[config.mk]
export PLATFORM = sky130hd
export DESIGN_NAME = pci_target_flat
export DESIGN_NICKNAME = d
export VERILOG_FILES = /design/src/rtl/pci_pkg.sv /design/src/rtl/pci_target_if.sv /design/src/rtl/pci_target_mem.sv /design/src/rtl/pci_target.sv /design/src/flat_wrapper.sv
export SDC_FILE = /design/constraint.sdc
export NUM_CORES = 1
export LEC_CHECK = 0
export BUFFER_PORTS_ARGS = -buffer_cell sky130_fd_sc_hd__clkbuf_2
export CAP_MARGIN = 20
export CORE_UTILIZATION = 30
export DETAILED_ROUTE_END_ITERATION = 8
export GPL_ROUTABILITY_DRIVEN = 0
export MAX_ROUTING_LAYER = met4
export SLEW_MARGIN = 20
export SYNTH_ARGS = -nofsm -noshare
export SYNTH_HDL_FRONTEND = slang
export SYNTH_SLANG_ARGS = --single-unit
[constraint.sdc]
create_clock -name clk -period 3 [get_ports clk]
set_input_delay 0.15 -clock clk [delete_from_list [all_inputs] [get_ports clk]]
set_output_delay 0.15 -clock clk [all_outputs]
set_load 0.02 [all_outputs]
[src/rtl/pci_pkg.sv]
`default_nettype none
// ============================================================================
// Module  : pci_pkg
// Brief   : PCI bus command codes and target state encoding, shared by the
//           initiator and target sides.
// Revision: 1.0
// ============================================================================
package pci_pkg;

    localparam logic [3:0] CMD_MEM_RD = 4'b0110;
    localparam logic [3:0] CMD_MEM_WR = 4'b0111;

    localparam logic [2:0] ST_IDLE    = 3'd0;
    localparam logic [2:0] ST_BUSY    = 3'd1;
    localparam logic [2:0] ST_WR_DATA = 3'd2;
    localparam logic [2:0] ST_RD_TURN = 3'd3;
    localparam logic [2:0] ST_RD_DATA = 3'd4;
    localparam logic [2:0] ST_TURN    = 3'd5;

    typedef enum logic [2:0] {
        S_IDLE    = ST_IDLE,
        S_BUSY    = ST_BUSY,
        S_WR_DATA = ST_WR_DATA,
        S_RD_TURN = ST_RD_TURN,
        S_RD_DATA = ST_RD_DATA,
        S_TURN    = ST_TURN
    } tgt_state_t;

endpackage
`default_nettype wire

[src/rtl/pci_target_if.sv]
`default_nettype none
// ============================================================================
// Module  : pci_target_if
// Brief   : Shared PCI AD/C_BE/FRAME/IRDY/TRDY/DEVSEL/STOP bus bundle.
// Revision: 1.0
// ============================================================================
interface pci_target_if;

    logic [31:0] ad_i;
    logic [31:0] ad_o;
    logic        ad_oe;
    logic [3:0]  c_be_n;
    logic        frame_n;
    logic        irdy_n;
    logic        trdy_n;
    logic        devsel_n;
    logic        stop_n;
    logic        ctl_oe;

    modport slave (
        input  ad_i, c_be_n, frame_n, irdy_n,
        output ad_o, ad_oe, trdy_n, devsel_n, stop_n, ctl_oe
    );

    modport master (
        output ad_i, c_be_n, frame_n, irdy_n,
        input  ad_o, ad_oe, trdy_n, devsel_n, stop_n, ctl_oe
    );

endinterface
`default_nettype wire

[src/rtl/pci_target_mem.sv]
`default_nettype none
// ============================================================================
// Module  : pci_target_mem
// Brief   : Dword RAM with per-byte synchronous write and combinational read.
// Revision: 1.0
// ============================================================================
module pci_target_mem #(
    parameter int ADDR_W = 4
) (
    input  logic              clk,
    input  logic [3:0]        wr_be,
    input  logic [ADDR_W-1:0] wr_addr,
    input  logic [31:0]       wr_data,
    input  logic [ADDR_W-1:0] rd_addr,
    output logic [31:0]       rd_data
);

    localparam int DEPTH = 2 ** ADDR_W;

    logic [31:0] mem_q [DEPTH];

    always_ff @(posedge clk) begin
        for (int i = 0; i < 4; i++) begin
            if (wr_be[i]) begin
                mem_q[wr_addr][8*i +: 8] <= wr_data[8*i +: 8];
            end
        end
    end

    assign rd_data = mem_q[rd_addr];

endmodule
`default_nettype wire

[src/rtl/pci_target.sv]
`default_nettype none
// ============================================================================
// Module  : pci_target
// Brief   : PCI memory-space target: decodes its window, claims MEM_RD/MEM_WR
//           and completes single or linear burst data phases from local RAM.
// Revision: 1.0
// ============================================================================
module pci_target
    import pci_pkg::*;
#(
    parameter logic [31:0] BASE_ADDR = 32'h0000_1000,
    parameter int          ADDR_W    = 4
) (
    input  logic        clk,
    input  logic        rst_n,
    pci_target_if.slave bus
);

    localparam logic [ADDR_W-1:0] PTR_LAST = '1;

    tgt_state_t        state_q, state_d;
    logic [ADDR_W-1:0] ptr_q, ptr_d;
    logic              disc_q, disc_d;
    logic              trdy_n_q, trdy_n_d;
    logic              devsel_n_q, devsel_n_d;
    logic              ctl_oe_q, ctl_oe_d;
    logic              ad_oe_q, ad_oe_d;
    logic [31:0]       ad_o_q, ad_o_d;

    logic              addr_hit;
    logic              in_data;
    logic              xfer;
    logic              at_last;
    logic [3:0]        mem_we;
    logic [31:0]       mem_rdata;

    assign addr_hit = (bus.ad_i[31:ADDR_W+2] == BASE_ADDR[31:ADDR_W+2]);
    assign in_data  = (state_q == S_WR_DATA) || (state_q == S_RD_DATA);
    assign xfer     = in_data && !disc_q && !trdy_n_q && !bus.irdy_n;
    assign at_last  = (ptr_q == PTR_LAST);
    assign mem_we   = (xfer && (state_q == S_WR_DATA)) ? ~bus.c_be_n : 4'b0000;

    pci_target_mem #(
        .ADDR_W (ADDR_W)
    ) u_mem (
        .clk     (clk),
        .wr_be   (mem_we),
        .wr_addr (ptr_q),
        .wr_data (bus.ad_i),
        .rd_addr (ptr_d),
        .rd_data (mem_rdata)
    );

    // The read port looks at the next pointer so registered AD_O is ready
    // in the cycle right after a transfer.
    always_comb begin
        ptr_d = ptr_q;
        if ((state_q == S_IDLE) && !bus.frame_n) begin
            ptr_d = bus.ad_i[ADDR_W+1:2];
        end else if (xfer && !at_last) begin
            ptr_d = ptr_q + ADDR_W'(1);
        end
    end

    always_comb begin
        state_d    = state_q;
        disc_d     = disc_q;
        trdy_n_d   = trdy_n_q;
        devsel_n_d = devsel_n_q;
        ctl_oe_d   = ctl_oe_q;
        ad_oe_d    = ad_oe_q;
        ad_o_d     = ad_o_q;

        case (state_q)
            S_IDLE: begin
                if (!bus.frame_n) begin
                    disc_d = 1'b0;
                    if (addr_hit && (bus.c_be_n == CMD_MEM_WR)) begin
                        state_d    = S_WR_DATA;
                        devsel_n_d = 1'b0;
                        trdy_n_d   = 1'b0;
                        ctl_oe_d   = 1'b1;
                    end else if (addr_hit && (bus.c_be_n == CMD_MEM_RD)) begin
                        state_d    = S_RD_TURN;
                        devsel_n_d = 1'b0;
                        trdy_n_d   = 1'b1;
                        ctl_oe_d   = 1'b1;
                        ad_oe_d    = 1'b0;
                    end else begin
                        state_d = S_BUSY;
                    end
                end
            end

            S_BUSY: begin
                if (bus.frame_n && bus.irdy_n) begin
                    state_d = S_IDLE;
                end
            end

            S_RD_TURN: begin
                state_d  = S_RD_DATA;
                ad_oe_d  = 1'b1;
                trdy_n_d = 1'b0;
                ad_o_d   = mem_rdata;
            end

            S_WR_DATA, S_RD_DATA: begin
                if (disc_q) begin
                    // Disconnected at window end: wait for the initiator to drop FRAME#.
                    if (bus.frame_n) begin
                        state_d    = S_TURN;
                        disc_d     = 1'b0;
                        trdy_n_d   = 1'b1;
                        devsel_n_d = 1'b1;
                        ad_oe_d    = 1'b0;
                    end
                end else if (xfer) begin
                    if (state_q == S_RD_DATA) begin
                        ad_o_d = mem_rdata;
                    end
                    if (bus.frame_n) begin
                        state_d    = S_TURN;
                        trdy_n_d   = 1'b1;
                        devsel_n_d = 1'b1;
                        ad_oe_d    = 1'b0;
                    end else if (at_last) begin
                        disc_d   = 1'b1;
                        trdy_n_d = 1'b1;
                    end
                end
            end

            S_TURN: begin
                state_d  = S_IDLE;
                ctl_oe_d = 1'b0;
            end

            default: begin
                state_d    = S_IDLE;
                disc_d     = 1'b0;
                trdy_n_d   = 1'b1;
                devsel_n_d = 1'b1;
                ctl_oe_d   = 1'b0;
                ad_oe_d    = 1'b0;
            end
        endcase
    end

    always_ff @(posedge clk or negedge rst_n) begin
        if (!rst_n) begin
            state_q    <= S_IDLE;
            ptr_q      <= '0;
            disc_q     <= 1'b0;
            trdy_n_q   <= 1'b1;
            devsel_n_q <= 1'b1;
            ctl_oe_q   <= 1'b0;
            ad_oe_q    <= 1'b0;
            ad_o_q     <= '0;
        end else begin
            state_q    <= state_d;
            ptr_q      <= ptr_d;
            disc_q     <= disc_d;
            trdy_n_q   <= trdy_n_d;
            devsel_n_q <= devsel_n_d;
            ctl_oe_q   <= ctl_oe_d;
            ad_oe_q    <= ad_oe_d;
            ad_o_q     <= ad_o_d;
        end
    end

    // STOP# joins TRDY# on the last dword only while the initiator still wants more.
    assign bus.stop_n   = ~(disc_q | (in_data & ~trdy_n_q & at_last & ~bus.frame_n));
    assign bus.trdy_n   = trdy_n_q;
    assign bus.devsel_n = devsel_n_q;
    assign bus.ctl_oe   = ctl_oe_q;
    assign bus.ad_oe    = ad_oe_q;
    assign bus.ad_o     = ad_o_q;

endmodule
`default_nettype wire

[src/flat_wrapper.sv]
// flat-port wrapper written by rule: the top's interface ports become plain ports
module pci_target_flat import pci_pkg::*;
#(
    parameter logic [31:0] BASE_ADDR = 32'h0000_1000,
    parameter int          ADDR_W    = 4
)
  (clk, rst_n, bus_ad_i, bus_c_be_n, bus_frame_n, bus_irdy_n, bus_ad_o, bus_ad_oe, bus_trdy_n, bus_devsel_n, bus_stop_n, bus_ctl_oe);
  pci_target_if bus_i ();
  input  logic clk;
  input  logic rst_n;
  input wire logic [$bits(bus_i.ad_i)-1:0] bus_ad_i;
  input wire logic [$bits(bus_i.c_be_n)-1:0] bus_c_be_n;
  input wire logic [$bits(bus_i.frame_n)-1:0] bus_frame_n;
  input wire logic [$bits(bus_i.irdy_n)-1:0] bus_irdy_n;
  output wire logic [$bits(bus_i.ad_o)-1:0] bus_ad_o;
  output wire logic [$bits(bus_i.ad_oe)-1:0] bus_ad_oe;
  output wire logic [$bits(bus_i.trdy_n)-1:0] bus_trdy_n;
  output wire logic [$bits(bus_i.devsel_n)-1:0] bus_devsel_n;
  output wire logic [$bits(bus_i.stop_n)-1:0] bus_stop_n;
  output wire logic [$bits(bus_i.ctl_oe)-1:0] bus_ctl_oe;
  assign bus_i.ad_i = bus_ad_i;
  assign bus_i.c_be_n = bus_c_be_n;
  assign bus_i.frame_n = bus_frame_n;
  assign bus_i.irdy_n = bus_irdy_n;
  assign bus_ad_o = bus_i.ad_o;
  assign bus_ad_oe = bus_i.ad_oe;
  assign bus_trdy_n = bus_i.trdy_n;
  assign bus_devsel_n = bus_i.devsel_n;
  assign bus_stop_n = bus_i.stop_n;
  assign bus_ctl_oe = bus_i.ctl_oe;
  pci_target #(.BASE_ADDR(BASE_ADDR), .ADDR_W(ADDR_W)) u_core (.clk(clk), .rst_n(rst_n), .bus(bus_i));
endmodule
==> out/results.txt <==
Worst Hold Class: input pin to register
CP endpoint: u_core.bus.ad_o[17]
H-tree levels: 2
Yosys warning count: 0
Final Non-Filler Cells: 2695
Worst r2r dst: u_core.bus.ad_o[17]
Post-layout nets: 1741
Worst-margin pin slew: 1.034 ns
Rel. slew slack: 30.43%
RR Startpoint: u_core.state_q[0]
Synth top area share: 69.29%
Mux cell area share after synthesis: 3.344%
Root cell of the clock tree: clkbuf_16
Syn avg cell area: 14.50 um^2
VDD IR max: 512.6 uV
Die ar.: 0.07505 mm^2
Combinational family with the most area after synthesis: simple AND/OR/NAND/NOR gates
Filler cells: 6943
Lkg Pwr: 8.604 nW
# rows: 99
Multi-input gate area: 0.005076 mm^2
TritonCTS clock tree: built
Synth cell types: 61
Worst setup path start: u_core.state_q[0]
Crit Path Category: register to register
Area Overhead vs Synth: 17.20%
PD cells: 801.0 mW/mm^2
DRC: 20
Asr flop ratio synth: 7.914%
Post-CTS Setup Inserts: 0
Dpl hpwl: 36380 um
Max-slew violations: 0
Iteration-0 DRC Markers: 1402
Max_cap viols: 0
Predominant post-synthesis flop cell: edfxtp_1
Share of layout cells above drive strength 1: 21.20%
Antenna violations before repair: 3
Setup Skew: 0.01147 ns
Status: complete, but fails checks
Largest net degree at the start of global routing: 85
GRT Total Usage: 15.57%
Clk_lat worst skew: 0.57 ns
Layout Utilization: 35.58%
Number of synthesized flops with an enable pin: 512
Final setup fails: 0
Violated checks: design-rule violations
Total CTS buffers: 51
Clock buffer depth: 3
Drt pass-1 iters: 7
Seq. cell area: 0.01648 mm^2
Compound-Gate Fraction of Synth Area: 7.336%
Reg2Reg Setup Slack: 0.08 ns
Starting Density: 30.36%
WP data arrival: 3.41 ns
Post-Syn Nets: 1574
Ports: 77
RSZ-0062 raised after global routing: yes
Input/output buffers: 76
Adder-cell share of the synthesized area: 0.2256%
Critical Path Start Type: register
Post-synthesis xor/xnor area fraction: 0.07894%
Fin crit share: 97.28%
Fmax: 342.6 MHz
Final Critical Period: 2.918 ns
Mapped cell area: 0.02219 mm^2
Top post-synthesis cells by area: edfxtp_1, nand2_1, dfrtp_1
Cell count after placement: 2595
Hold Violations, Final: 0
Vias in the first global route: 13430
Critical path's slowest cell: or4_4
Critical Path End Type: register
Worst-path clk slew: 0.06 ns
Crit Path Max Fanout: 65
Worst reg2reg path depth: 9
Gate count of the mapped netlist: 1530
First-pass GRT wire length: 85070 um
Worst EP required: 3.49 ns
Average wire per cell in the routed design: 21.29 um
Critical-path cell list: or4_4, nor4_1, or3_4, buf_16, buf_4, nand2_1, a32oi_1, o22ai_1, nor3_2
Seq/Total Area, Yosys: 74.26%
Core Area: 0.07308 mm^2
Total Routed Length: 57370 um
Routed Antenna Nets: 0
Slowest stage delay, CP: 0.56 ns
DR vias/cell: 5.050
Vias: 13610
Die Span X: 274.0 um
Final hold slack: 0.02258 ns
CTS sink count: 556
Seq cells post-synth: 556
Simple-gate portion of the synthesized area: 11.75%
Die height: 274.0 um
Grt ovf: 0
Yosys top cell by area: edfxtp_1
[power by group]
part	leakage, nW	total, mW	switching [mW]	internal [mW]
Clock	0.781	6.21	2.68	3.53
Sequential	5.13	9.00	0.271	8.73
Combinational	2.70	5.62	3.56	2.06
[metrics by stage]
stage | instance area (um^2) | setup TNS, ns | worst slack [ns] | power (mW)
2_1_floorplan | 22190 | 0 | 0.3819 | 13.13
3_3_place_gp | 24300 | 0 | 0.03662 | 14.65
3_5_place_dp | 24300 | 0 | 0.07292 | 14.77
4_1_cts | 25960 | 0 | 0.06293 | 20.94
5_1_grt | 26000 | -0.2901 | -0.05378 | 21.71
6_report | 26000 | 0 | 0.08155 | 20.83
[cell usage after synthesis, drive strengths merged, types with 2 or more instances]
cell	instances
dfstp	2
and3	2
nand3	76
buf	65
a32oi	97
inv	9
nor2b	3
or2	4
a21oi	71
or4	2
o41ai	2
nor4	9
nand4	4
o22ai	35
o21ai	9
nand2	338
o31ai	2
nor3	36
mux4	32
nor2	105
o311ai	2
and2	2
dfrtp	42
a31oi	3
edfxtp	512
ha	4
clkbuf	41
[how the worst min path moves through the flow]
stage | from | to | depth (start not counted)
3_5_place_dp | rst_n | u_core.bus.ad_o[14] | 1
4_1_cts | bus_ad_i[30] | u_core.u_mem.mem_q[6][30] | 2
6_report | bus_ad_i[0] | u_core.u_mem.mem_q[3][0] | 1
2_1_floorplan | rst_n | u_core.bus.ad_o[0] | 0
5_1_grt | bus_ad_i[8] | u_core.u_mem.mem_q[7][8] | 2
3_3_place_gp | rst_n | u_core.bus.ad_o[14] | 1
[area by class of cell]
cell class / instances / share of cell area, %
multi-input combinational: 858 / 19.52
clock inverter: 16 / 0.5100
timing repair buffer: 220 / 6.154
sequential: 556 / 63.37
tap: 959 / 4.614
clock buffer: 71 / 5.591
antenna: 5 / 0.04811
inverter: 10 / 0.1925
[registers in the layout (all words and copies together), names as in the netlist]
register,count
u_core.bus.trdy_n,1
u_core.u_mem.mem_q,512
u_core.bus.ctl_oe,1
u_core.disc_q,1
u_core.state_q,3
u_core.bus.ad_o,32
u_core.bus.ad_oe,1
u_core.ptr_q,4
u_core.bus.devsel_n,1
[cells by family (layout without fill, tap and decap cells)]
family,count (synthesis),count (layout)
flip-flops,556,556
multiplexers,34,34
AND/OR/NAND/NOR,587,587
other,0,5
XOR/XNOR,2,2
buffers and inverters,116,317
AO/OA/AOI/OAI,231,231
adder cells (fa/ha/maj),4,4
[layer usage]
layer / part of all wire, % / vias up / track usage [%]
met2: 49 / 458 / 25.48
li1: - / 6145 / -
met4: 3.6 / 0 / 5.658
met1: 42 / 6890 / 19.71
met5: 0 / - / -
met3: 5.8 / 116 / 2.102
[timing repair]
| action | 4_1_cts | 5_1_grt |
|---|---|---|
| hold buffers | 8 | 0 |
| hold endpoints to repair | 103 | 0 |
| setup endpoints to repair | 0 | 18 |
| resized for setup | 0 | 5 |
[critical path, delay by kind of cell (launching register included)]
family	cells	cell delay (ns)
AO/OA/AOI/OAI	2	0.43
buffers and inverters	2	0.68
flip-flops	1	0.43
AND/OR/NAND/NOR	5	1.27
[cell usage in the layout (no fill, tap or decap), types with 35 or more instances in the layout]
| cell | count |
|---|---|
| a21oi_1 | 71 |
| a32oi_1 | 96 |
| buf_4 | 127 |
| clkbuf_16 | 53 |
| clkbuf_2 | 76 |
| dfrtp_1 | 41 |
| edfxtp_1 | 512 |
| nand2_1 | 338 |
| nand3_1 | 74 |
| nor2_1 | 105 |
| o22ai_1 | 35 |
No activity file was read; power rests on OpenSTA's default activity.
